$ cat src/rtl/step_sequencer_pkg.sv
`default_nettype none
// ============================================================================
//  Module      : step_sequencer_pkg
//  Description : Shared constants, state encoding and helper functions for
//                the step generator datapath (step count clamp and the
//                per-N step-size table SS[N] = floor((2^LEVEL_W-1)/N)).
//  Revision    : 1.0 - initial release
// ============================================================================
package step_sequencer_pkg;

  localparam int MAX_STEPS = 10;
  localparam int STEPS_W   = 4;

  typedef enum logic {
    ST_IDLE = 1'b0,
    ST_RUN  = 1'b1
  } state_t;

  // Requests above MAX_STEPS saturate at MAX_STEPS.
  function automatic logic [STEPS_W-1:0] clamp_steps(input logic [STEPS_W-1:0] s);
    return (s > STEPS_W'(MAX_STEPS)) ? STEPS_W'(MAX_STEPS) : s;
  endfunction

  // Step size for an N-level staircase. Every division has a constant
  // divisor, so this reduces to a small constant LUT indexed by n.
  function automatic int unsigned step_size(input logic [STEPS_W-1:0] n,
                                            input int unsigned      lw);
    int unsigned full;
    int unsigned ss;
    full = (32'd1 << lw) - 32'd1;
    case (n)
      4'd1:    ss = full;
      4'd2:    ss = full / 2;
      4'd3:    ss = full / 3;
      4'd4:    ss = full / 4;
      4'd5:    ss = full / 5;
      4'd6:    ss = full / 6;
      4'd7:    ss = full / 7;
      4'd8:    ss = full / 8;
      4'd9:    ss = full / 9;
      4'd10:   ss = full / 10;
      default: ss = 0;
    endcase
    return ss;
  endfunction

endpackage
`default_nettype wire

$ cat src/rtl/step_sequencer_if.sv
`default_nettype none
// ============================================================================
//  Module      : step_sequencer_if
//  Description : Control and output bundle of the step sequencer.
//                master : drives enable/steps, observes the staircase outputs
//                slave  : the sequencer itself
//  Signals     : enable    run request (level-sensitive)
//                steps     requested step count 0..15 (clamped to 10)
//                level     staircase level code, LEVEL_W bits
//                step_idx  current step index
//                leds      thermometer of the current step
//                step_tick one-cycle pulse on every level change
//                wrap      one-cycle pulse when the index returns to 0
//  Revision    : 1.0 - initial release
// ============================================================================
interface step_sequencer_if
  import step_sequencer_pkg::*;
#(
  parameter int LEVEL_W = 8
);
  logic                 enable;
  logic [STEPS_W-1:0]   steps;
  logic [LEVEL_W-1:0]   level;
  logic [STEPS_W-1:0]   step_idx;
  logic [MAX_STEPS-1:0] leds;
  logic                 step_tick;
  logic                 wrap;

  modport master (
    output enable, steps,
    input  level, step_idx, leds, step_tick, wrap
  );

  modport slave (
    input  enable, steps,
    output level, step_idx, leds, step_tick, wrap
  );
endinterface
`default_nettype wire

$ cat src/rtl/step_sequencer_dwell_timer.sv
`default_nettype none
// ============================================================================
//  Module      : step_sequencer_dwell_timer
//  Description : Terminal-count counter 0..TC_CYCLES-1 with synchronous
//                clear. o_tc is high during the last count while enabled.
//  Ports       : clk, rst (async, active-high), i_clr (sync clear),
//                i_en (count enable), o_tc (terminal count)
//  Revision    : 1.0 - initial release
// ============================================================================
module step_sequencer_dwell_timer #(
  parameter int TC_CYCLES = 100_000_000
) (
  input  logic clk,
  input  logic rst,
  input  logic i_clr,
  input  logic i_en,
  output logic o_tc
);
  localparam int                 c_CNT_W = (TC_CYCLES > 1) ? $clog2(TC_CYCLES) : 1;
  localparam logic [c_CNT_W-1:0] c_LAST  = c_CNT_W'(TC_CYCLES - 1);

  logic [c_CNT_W-1:0] r_cnt;

  // Not gated by i_clr: a stop that coincides with the terminal count must
  // still see the terminal-count event (wrap pulse on a disable-at-wrap).
  assign o_tc = i_en && (r_cnt == c_LAST);

  always_ff @(posedge clk or posedge rst) begin
    if (rst) begin
      r_cnt <= '0;
    end else if (i_clr) begin
      r_cnt <= '0;
    end else if (i_en) begin
      r_cnt <= o_tc ? '0 : r_cnt + c_CNT_W'(1);
    end
  end
endmodule
`default_nettype wire

$ cat src/rtl/step_sequencer.sv
`default_nettype none
// ============================================================================
//  Module      : step_sequencer
//  Description : Turns a step count N into a repeating staircase of levels
//                (idx+1)*SS[N], each held DWELL_CYCLES clocks. N is sampled
//                on start and at every wrap. All outputs are registered.
//  Ports       : clk    system clock
//                reset  asynchronous active-high reset
//                bus    step_sequencer_if.slave (enable, steps in;
//                       level, step_idx, leds, step_tick, wrap out)
//  Config      : STEP_SEQ_LED_EN - when defined, the thermometer LED decoder
//                is built; otherwise leds is tied to zero.
//  Revision    : 1.0 - initial release
// ============================================================================
module step_sequencer
  import step_sequencer_pkg::*;
#(
  parameter int DWELL_CYCLES = 100_000_000,
  parameter int LEVEL_W      = 8
) (
  input  logic              clk,
  input  logic              reset,
  step_sequencer_if.slave   bus
);
  localparam int c_PROD_W = LEVEL_W + 4;

  state_t               r_state;
  logic [STEPS_W-1:0]   r_n;
  logic [STEPS_W-1:0]   r_idx;
  logic [LEVEL_W-1:0]   r_level;
  logic                 r_step_tick;
  logic                 r_wrap;

  logic                 w_tc;
  logic                 w_last;
  logic                 w_load;
  logic                 w_start;
  logic                 w_stop;
  logic                 w_step;
  logic [STEPS_W-1:0]   w_clamp;
  logic [STEPS_W-1:0]   w_tgt_n;
  logic [STEPS_W-1:0]   w_tgt_idx;
  logic [c_PROD_W-1:0]  w_prod;

  assign w_clamp = clamp_steps(bus.steps);
  assign w_last  = (r_idx == r_n - 4'd1);

  // Start and wrap both (re)load N from the input and restart at index 0;
  // otherwise the next level is simply the following index at the same N.
  assign w_load    = (r_state == ST_IDLE) || w_last;
  assign w_tgt_n   = w_load ? w_clamp : r_n;
  assign w_tgt_idx = w_load ? '0 : r_idx + 4'd1;
  assign w_prod    = (c_PROD_W'(w_tgt_idx) + c_PROD_W'(1))
                   * c_PROD_W'(step_size(w_tgt_n, LEVEL_W));

  assign w_start = (r_state == ST_IDLE) && bus.enable && (w_clamp != '0);
  assign w_stop  = (r_state == ST_RUN) &&
                   (!bus.enable || (w_tc && w_last && (w_clamp == '0)));
  assign w_step  = (r_state == ST_RUN) && w_tc && !w_stop;

  step_sequencer_dwell_timer #(
    .TC_CYCLES (DWELL_CYCLES)
  ) u_dwell_timer (
    .clk   (clk),
    .rst   (reset),
    .i_clr ((r_state == ST_IDLE) || !bus.enable),
    .i_en  (r_state == ST_RUN),
    .o_tc  (w_tc)
  );

  always_ff @(posedge clk or posedge reset) begin
    if (reset) begin
      r_state     <= ST_IDLE;
      r_n         <= '0;
      r_idx       <= '0;
      r_level     <= '0;
      r_step_tick <= 1'b0;
      r_wrap      <= 1'b0;
    end else begin
      // A terminal count always produces its pulses, even when the block
      // stops on the same edge.
      r_step_tick <= (r_state == ST_RUN) && w_tc;
      r_wrap      <= (r_state == ST_RUN) && w_tc && w_last;
      if (w_stop) begin
        r_state <= ST_IDLE;
        r_idx   <= '0;
        r_level <= '0;
      end else if (w_start || w_step) begin
        r_state <= ST_RUN;
        r_n     <= w_tgt_n;
        r_idx   <= w_tgt_idx;
        r_level <= w_prod[LEVEL_W-1:0];
      end
    end
  end

  assign bus.level     = r_level;
  assign bus.step_idx  = r_idx;
  assign bus.step_tick = r_step_tick;
  assign bus.wrap      = r_wrap;

`ifdef STEP_SEQ_LED_EN
  logic [MAX_STEPS-1:0] r_leds;
  logic [MAX_STEPS-1:0] w_tgt_leds;

  always_comb begin
    w_tgt_leds = '0;
    for (int i = 0; i < MAX_STEPS; i++) begin
      w_tgt_leds[i] = (w_tgt_idx >= STEPS_W'(i));
    end
  end

  always_ff @(posedge clk or posedge reset) begin
    if (reset) begin
      r_leds <= '0;
    end else if (w_stop) begin
      r_leds <= '0;
    end else if (w_start || w_step) begin
      r_leds <= w_tgt_leds;
    end
  end

  assign bus.leds = r_leds;
`else
  assign bus.leds = '0;
`endif

endmodule
`default_nettype wire

$ cat src/flat_wrapper.sv
// flat-port wrapper written by rule: the top's interface ports become plain ports
module step_sequencer_flat import step_sequencer_pkg::*;
#(
  parameter int DWELL_CYCLES = 100_000_000,
  parameter int LEVEL_W      = 8
)
  (clk, reset, bus_enable, bus_steps, bus_level, bus_step_idx, bus_leds, bus_step_tick, bus_wrap);
  step_sequencer_if #(.LEVEL_W(LEVEL_W)) bus_i ();
  input  logic clk;
  input  logic reset;
  input wire logic [$bits(bus_i.enable)-1:0] bus_enable;
  input wire logic [$bits(bus_i.steps)-1:0] bus_steps;
  output wire logic [$bits(bus_i.level)-1:0] bus_level;
  output wire logic [$bits(bus_i.step_idx)-1:0] bus_step_idx;
  output wire logic [$bits(bus_i.leds)-1:0] bus_leds;
  output wire logic [$bits(bus_i.step_tick)-1:0] bus_step_tick;
  output wire logic [$bits(bus_i.wrap)-1:0] bus_wrap;
  assign bus_i.enable = bus_enable;
  assign bus_i.steps = bus_steps;
  assign bus_level = bus_i.level;
  assign bus_step_idx = bus_i.step_idx;
  assign bus_leds = bus_i.leds;
  assign bus_step_tick = bus_i.step_tick;
  assign bus_wrap = bus_i.wrap;
  step_sequencer #(.DWELL_CYCLES(DWELL_CYCLES), .LEVEL_W(LEVEL_W)) u_core (.clk(clk), .reset(reset), .bus(bus_i));
endmodule
$ cat config.mk
export PLATFORM = sky130hd
export DESIGN_NAME = step_sequencer_flat
export DESIGN_NICKNAME = d
export VERILOG_FILES = /design/src/rtl/step_sequencer_pkg.sv /design/src/rtl/step_sequencer_if.sv /design/src/rtl/step_sequencer_dwell_timer.sv /design/src/rtl/step_sequencer.sv /design/src/flat_wrapper.sv
export SDC_FILE = /design/constraint.sdc
export NUM_CORES = 1
export LEC_CHECK = 0
export ABC_CLOCK_PERIOD_IN_PS = 6000
export CORE_MARGIN = 4
export CORE_UTILIZATION = 25
export CTS_CLUSTER_SIZE = 14
export DETAILED_ROUTE_END_ITERATION = 12
export DONT_BUFFER_PORTS = 1
export HOLD_SLACK_MARGIN = 0.15
export SLEW_MARGIN = 20
export SYNTH_ARGS = -nofsm -noshare
export SYNTH_HDL_FRONTEND = slang
export SYNTH_SLANG_ARGS = --single-unit
$ cat constraint.sdc
create_clock -name clk -period 6 [get_ports clk]
set_input_delay 0.6 -clock clk [delete_from_list [all_inputs] [get_ports clk]]
set_output_delay 0.6 -clock clk [all_outputs]
set_load 0.05 [all_outputs]
# After elaboration in Yosys (flattened, before gate mapping)
# Memory sizes are Yosys's and may differ from the RTL's.
# Index checks and enable logic that the tools add are counted.
# word_totals
register_bits	46
romBits	128
out_inout_bits	24
elab_cells	50
n_memories	1
# mem_list
memory	depth	width	rd	rd_ports_with_merged_regs	wr	line_no	rtl
(name not given)	16	8	1	0	0	step_sequencer_pkg.sv:31	case (n)
# op_classes
add_sub_neg	4
n_mul	1
magnitude_cmp	1
eq_ne	2
mux	12
bitwise_logic	2
reduce_logical	20
# op_table
operator	count
$mux W27	3
$add A27 B1 Y27 const B	1
$eq A27 B27 Y1 const B	1
$mux W4	5
$mux W8	2
$mul A12 B12 Y8	1
$logic_and A1 B1 Y1	9
$add A4 B1 Y5 const B	1
$add A4 B1 Y4 const B	1
$eq A4 B4 Y1	1
$gt A4 B4 Y1 const B	1
$logic_not A4 Y1	1
$logic_or A1 B1 Y1	4
$reduce_bool A2 Y1	2
$reduce_bool A4 Y1	1
$sub A4 B1 Y4 const B	1
$logic_not A1 Y1	2
$mux W1	2
$not A1 Y1	2
$reduce_and A2 Y1	1

# Longest topological paths before layout
# logic_depth
ltp_word	11
ltp_mapped	26

# Cells and area by module
# A second synthesis with hierarchy kept.
# hier_totals
hier_cells	409
area_unflattened_um2	3771.1
# by_module_without_submodules
mod	n_inst	cells_per_inst	area_each_um2	seq_area_each_um2
step_sequencer	1	245	2164.6	475.5
step_sequencer_dwell_timer	1	164	1606.5	675.6

# Least setup slack after synthesis
# Ideal clock, no wire load.
# synth_path
path_type	register -> register
start	reg u_core.r_idx[2], in the netlist u_core.bus.step_idx[2]
end	reg u_core.r_level[7], in the netlist u_core.bus.level[7]
setup_ns	0.121
arrival_ns	5.800
required_time_ns	5.879
setup_slack_ns	0.079
path_stages_with_launch	24
n_path_buf	1
path_cell_list	dfrtp_1 -> buf_2 -> xnor3_1 -> nand3_2 -> o21ai_4 -> and3_2 -> a21oi_1 -> ha_1 -> a21oi_1 -> a211oi_1 -> a21oi_1 -> nand2b_1 -> fa_1 -> fa_1 -> fa_1 -> inv_1 -> ha_1 -> a21oi_1 -> o21bai_1 -> a21oi_1 -> xnor2_1 -> xnor2_1 -> xnor2_1 -> a22o_1
# synth_via
elab_chain_cells	9
# synth_lines
item	line_no	rtl
from (decl)	step_sequencer.sv:29	logic [STEPS_W-1:0] r_idx;
from (signal assigned)	step_sequencer.sv:91	r_idx <= w_tgt_idx;
parallel branches: the longest is 9 deep, another holds $mul A12 B12 Y8	--	
to (signal assigned)	step_sequencer.sv:92	r_level <= w_prod[LEVEL_W-1:0];
to (decl)	step_sequencer.sv:30	logic [LEVEL_W-1:0] r_level;
# Parallel ways; which one is timed is not known. The select of a mux whose other input is x is not followed.
# A chain may end at the register's enable or synchronous reset.

# Worst setup path after layout
# layout_path
start	reg u_core.r_n[0]
end	reg u_core.r_level[7], in the netlist u_core.bus.level[7]
# layout_via
elab_chain_cells	10
# layout_lines
item	line_no	rtl
from (decl)	step_sequencer.sv:28	logic [STEPS_W-1:0] r_n;
from (signal assigned)	step_sequencer.sv:90	r_n <= w_tgt_n;
parallel branches: the longest is 10 deep, another holds $mul A12 B12 Y8	--	
# Parallel ways; which one is timed is not known. The select of a mux whose other input is x is not followed.

==> qor.yml <==
status: "finished, final reports clean"
cts_sinks: 46
drc_errors: 0
dp_hpwl_um: 6020
io_pins: 31
vdd_drop_max_mv: 0.149
synth_top_family_by_area: "simple AND/OR/NAND/NOR gates"
synthXorXnorAreaFrac: 0.124
async_flop_share: 1.00
dr.pass1.iters: 4
cp-end-kind: "flop"
syn_area_per_cell_um2: 9.17
clk_pin_slew_ns: 0.06
wl_per_cell_um: 14.0
drv_slew: 0
clock_latency_ns: 0.28
ys_types: 62
hold_buffers: 0
setup_ws_ns: 0.343
synth_edf_count: 0
portBuffers: 0
drtAntennaViolNets: 0
ys_ff_latch: 46
slew_headroom: 0.444
cts_buffer_depth: 2
grt_pass1_vias: 2662
ys.flop_type: "dfrtp_1"
path_max_fanout: 6
antenna_cells: 0
drt_wl_total_um: 7970
root_buffer: "clkbuf_16"
overflow: 0
syn-instance-count: 380
design_area_um2: 3910
antenna_found_initial: 0
start_util: 0.259
cp-start-kind: "flop"
fp.dieW_um: 126
worstMarginPinSlew_ns: 0.835
fillers: 1406
ctsHtreeMaxLevel: 2
grt_pass1_wl_um: 13600
die_h_um: 126
synth_compound_area_frac: 0.109
drive_gt1_frac: 0.130
synth_area_um2: 3480
regToRegStartpoint: "u_core.r_n[0]"
yosysSeqAreaShare: 0.330
gp_congestion: 0.883
yosys.area_share.simple: 0.227
fin_total_pwr_uw: 1240
rsz0062_at_grt: "false"
grt_usage: 0.103
finalSetupViolCount: 0
holdWs_ns: 0.323
std_cell_rows: 42
pre_cts_ws_ns: -0.000894
cts_buffers: 5
worstPathRequired_ns: 6.18
yosys_warnings: 0
crit_start: "u_core.r_n[0]"
synth_adder_area_share: 0.131
finClkSkew_ns: 0.00424
viasPerCell: 4.72
via_count: 2683
max_freq_mhz: 177
fp.coreArea_um2: 13500
power_density_nw_per_um2: 317
critPathArrivalTime_ns: 5.83
synth.mux.area_fraction: 0.0172
leakage_uw: 0.00171
die_area_um2: 15900
period_share: 0.943
syn_to_final_growth_pct: 12.3
nets: 429
path_class: "reg -> reg"
placed_cell_area_um2: 3690
hold_class: "in -> async"
grt_max_degree: 47
drtIter0Drc: 142
period_minus_slack_ns: 5.66
cts_tree: "built"
hold_violations: 0
drv_cap: 0
## cell usage after synthesis (4+ instances only)
library cell	number	area (um2)
a21oi_1	12	60.1
a22o_1	8	70.1
and2_1	8	50.1
and3_1	4	25.0
buf_4	10	75.1
dfrtp_1	46	1150
fa_1	11	220
ha_1	19	238
inv_1	19	71.3
nand2_1	30	113
nand2b_1	5	31.3
nand3_1	19	95.1
nand4_1	5	31.3
nor2_1	56	210
nor2b_1	7	43.8
nor3_1	10	50.1
o21ai_0	10	50.1
xnor2_1	21	184
xor2_1	20	175
## critical path, stage by stage (launching register included)
cell and delay [ns]:
dfrtp_2 0.42, inv_1 0.06, ha_1 0.32, xor2_2 0.20, nand3_2 0.14, o21ai_4 0.20
and3_2 0.24, a21oi_4 0.06, ha_1 0.36, inv_1 0.07, a21o_1 0.16, a22o_1 0.24
and2_1 0.19, fa_1 0.48, fa_1 0.56, inv_1 0.06, fa_1 0.53, inv_1 0.05
ha_1 0.30, inv_1 0.06, o21bai_1 0.18, a21oi_2 0.09, xnor2_1 0.18, xnor2_1 0.10
xnor2_1 0.13, a22o_1 0.19
## layout make-up
cell class	instances	area, um2	share of cell area
clock buffers	5	125	0.0320
clock inverters	3	40.0	0.0102
inverters	19	72.6	0.0186
multi-input cells	305	2190	0.560
flip-flops and latches	46	1150	0.295
well taps	176	220	0.0563
repair buffers	15	113	0.0288
## cells in the final DEF (no fill, tap or decap), drive strengths merged, types with 2 or more instances in the layout
| cell type | instances |
|---|---|
| a21boi | 2 |
| a21o | 3 |
| a21oi | 12 |
| a22o | 8 |
| a31oi | 2 |
| and2 | 9 |
| and3 | 6 |
| buf | 15 |
| clkbuf | 5 |
| clkinv | 3 |
| conb | 10 |
| dfrtp | 46 |
| fa | 11 |
| ha | 19 |
| inv | 18 |
| mux2 | 2 |
| mux2i | 3 |
| nand2 | 30 |
| nand2b | 5 |
| nand3 | 20 |
| nand4 | 5 |
| nor2 | 56 |
| nor2b | 7 |
| nor3 | 11 |
| nor3b | 2 |
| nor4 | 3 |
| o211ai | 2 |
| o21ai | 11 |
| or2 | 3 |
| or3 | 3 |
| xnor2 | 21 |
| xor2 | 23 |
## power breakdown
group	switching (uW)	internal, uW
clock	117	195
sequential	111	339
combinational	280	200
## path summary, 6_finish.rpt
kind                                                       to  slack, ns  depth (start not counted)
max in group asynchronous                       u_core.r_n[0]       5.12                          1
min in group clk                       u_core.bus.step_idx[1]       0.44                          2
worst min register to register  u_core.u_dwell_timer.r_cnt[0]       0.49                          1
worst max register to register            u_core.bus.level[7]       0.34                         25
worst max-delay path                      u_core.bus.level[7]       0.34                         25
worst min-delay path                      u_core.bus.level[5]       0.32                          1
## registers in the layout, summed over array words and instances, names as in the netlist
register / flops
u_core.r_n: 4
u_core.bus.wrap: 1
u_core.bus.step_idx: 4
u_core.u_dwell_timer.r_cnt: 27
u_core.bus.step_tick: 1
u_core.bus.level: 8
u_core.r_state: 1
## routing by layer
| metal | GRT usage | vias up | share of wire |
|---|---|---|---|
| li1 | - | 1294 | - |
| met1 | 0.132 | 1327 | 0.44 |
| met2 | 0.177 | 55 | 0.50 |
| met3 | 0.0229 | 7 | 0.048 |
| met4 | 0.0227 | 0 | 0.010 |
| met5 | 0 | - | 0 |
## per-stage QoR
step                       util   TNS (ns)  instances
final                     0.291          0        569
after floorplan               -          0        389
after CTS                 0.287          0        566
after global routing      0.291          0        569
after global placement    0.274          0        558
after detailed placement  0.274  -0.000894        558
## cells by family after synthesis
| kind of cell | after synthesis |
|---|---|
| simple gates | 162 |
| compound gates | 53 |
| flops | 46 |
| xor+xnor | 45 |
| buf+inv | 38 |
| fa+ha+maj | 30 |
| mux | 5 |
| other cells | 1 |
## repair_timing
action	4_1_cts	5_1_grt
resized for setup	1	8
endpoints found under the setup margin	1	1
pin swaps	0	0
setup buffers	0	3
Note: power is estimated with default switching activity, not from simulation.
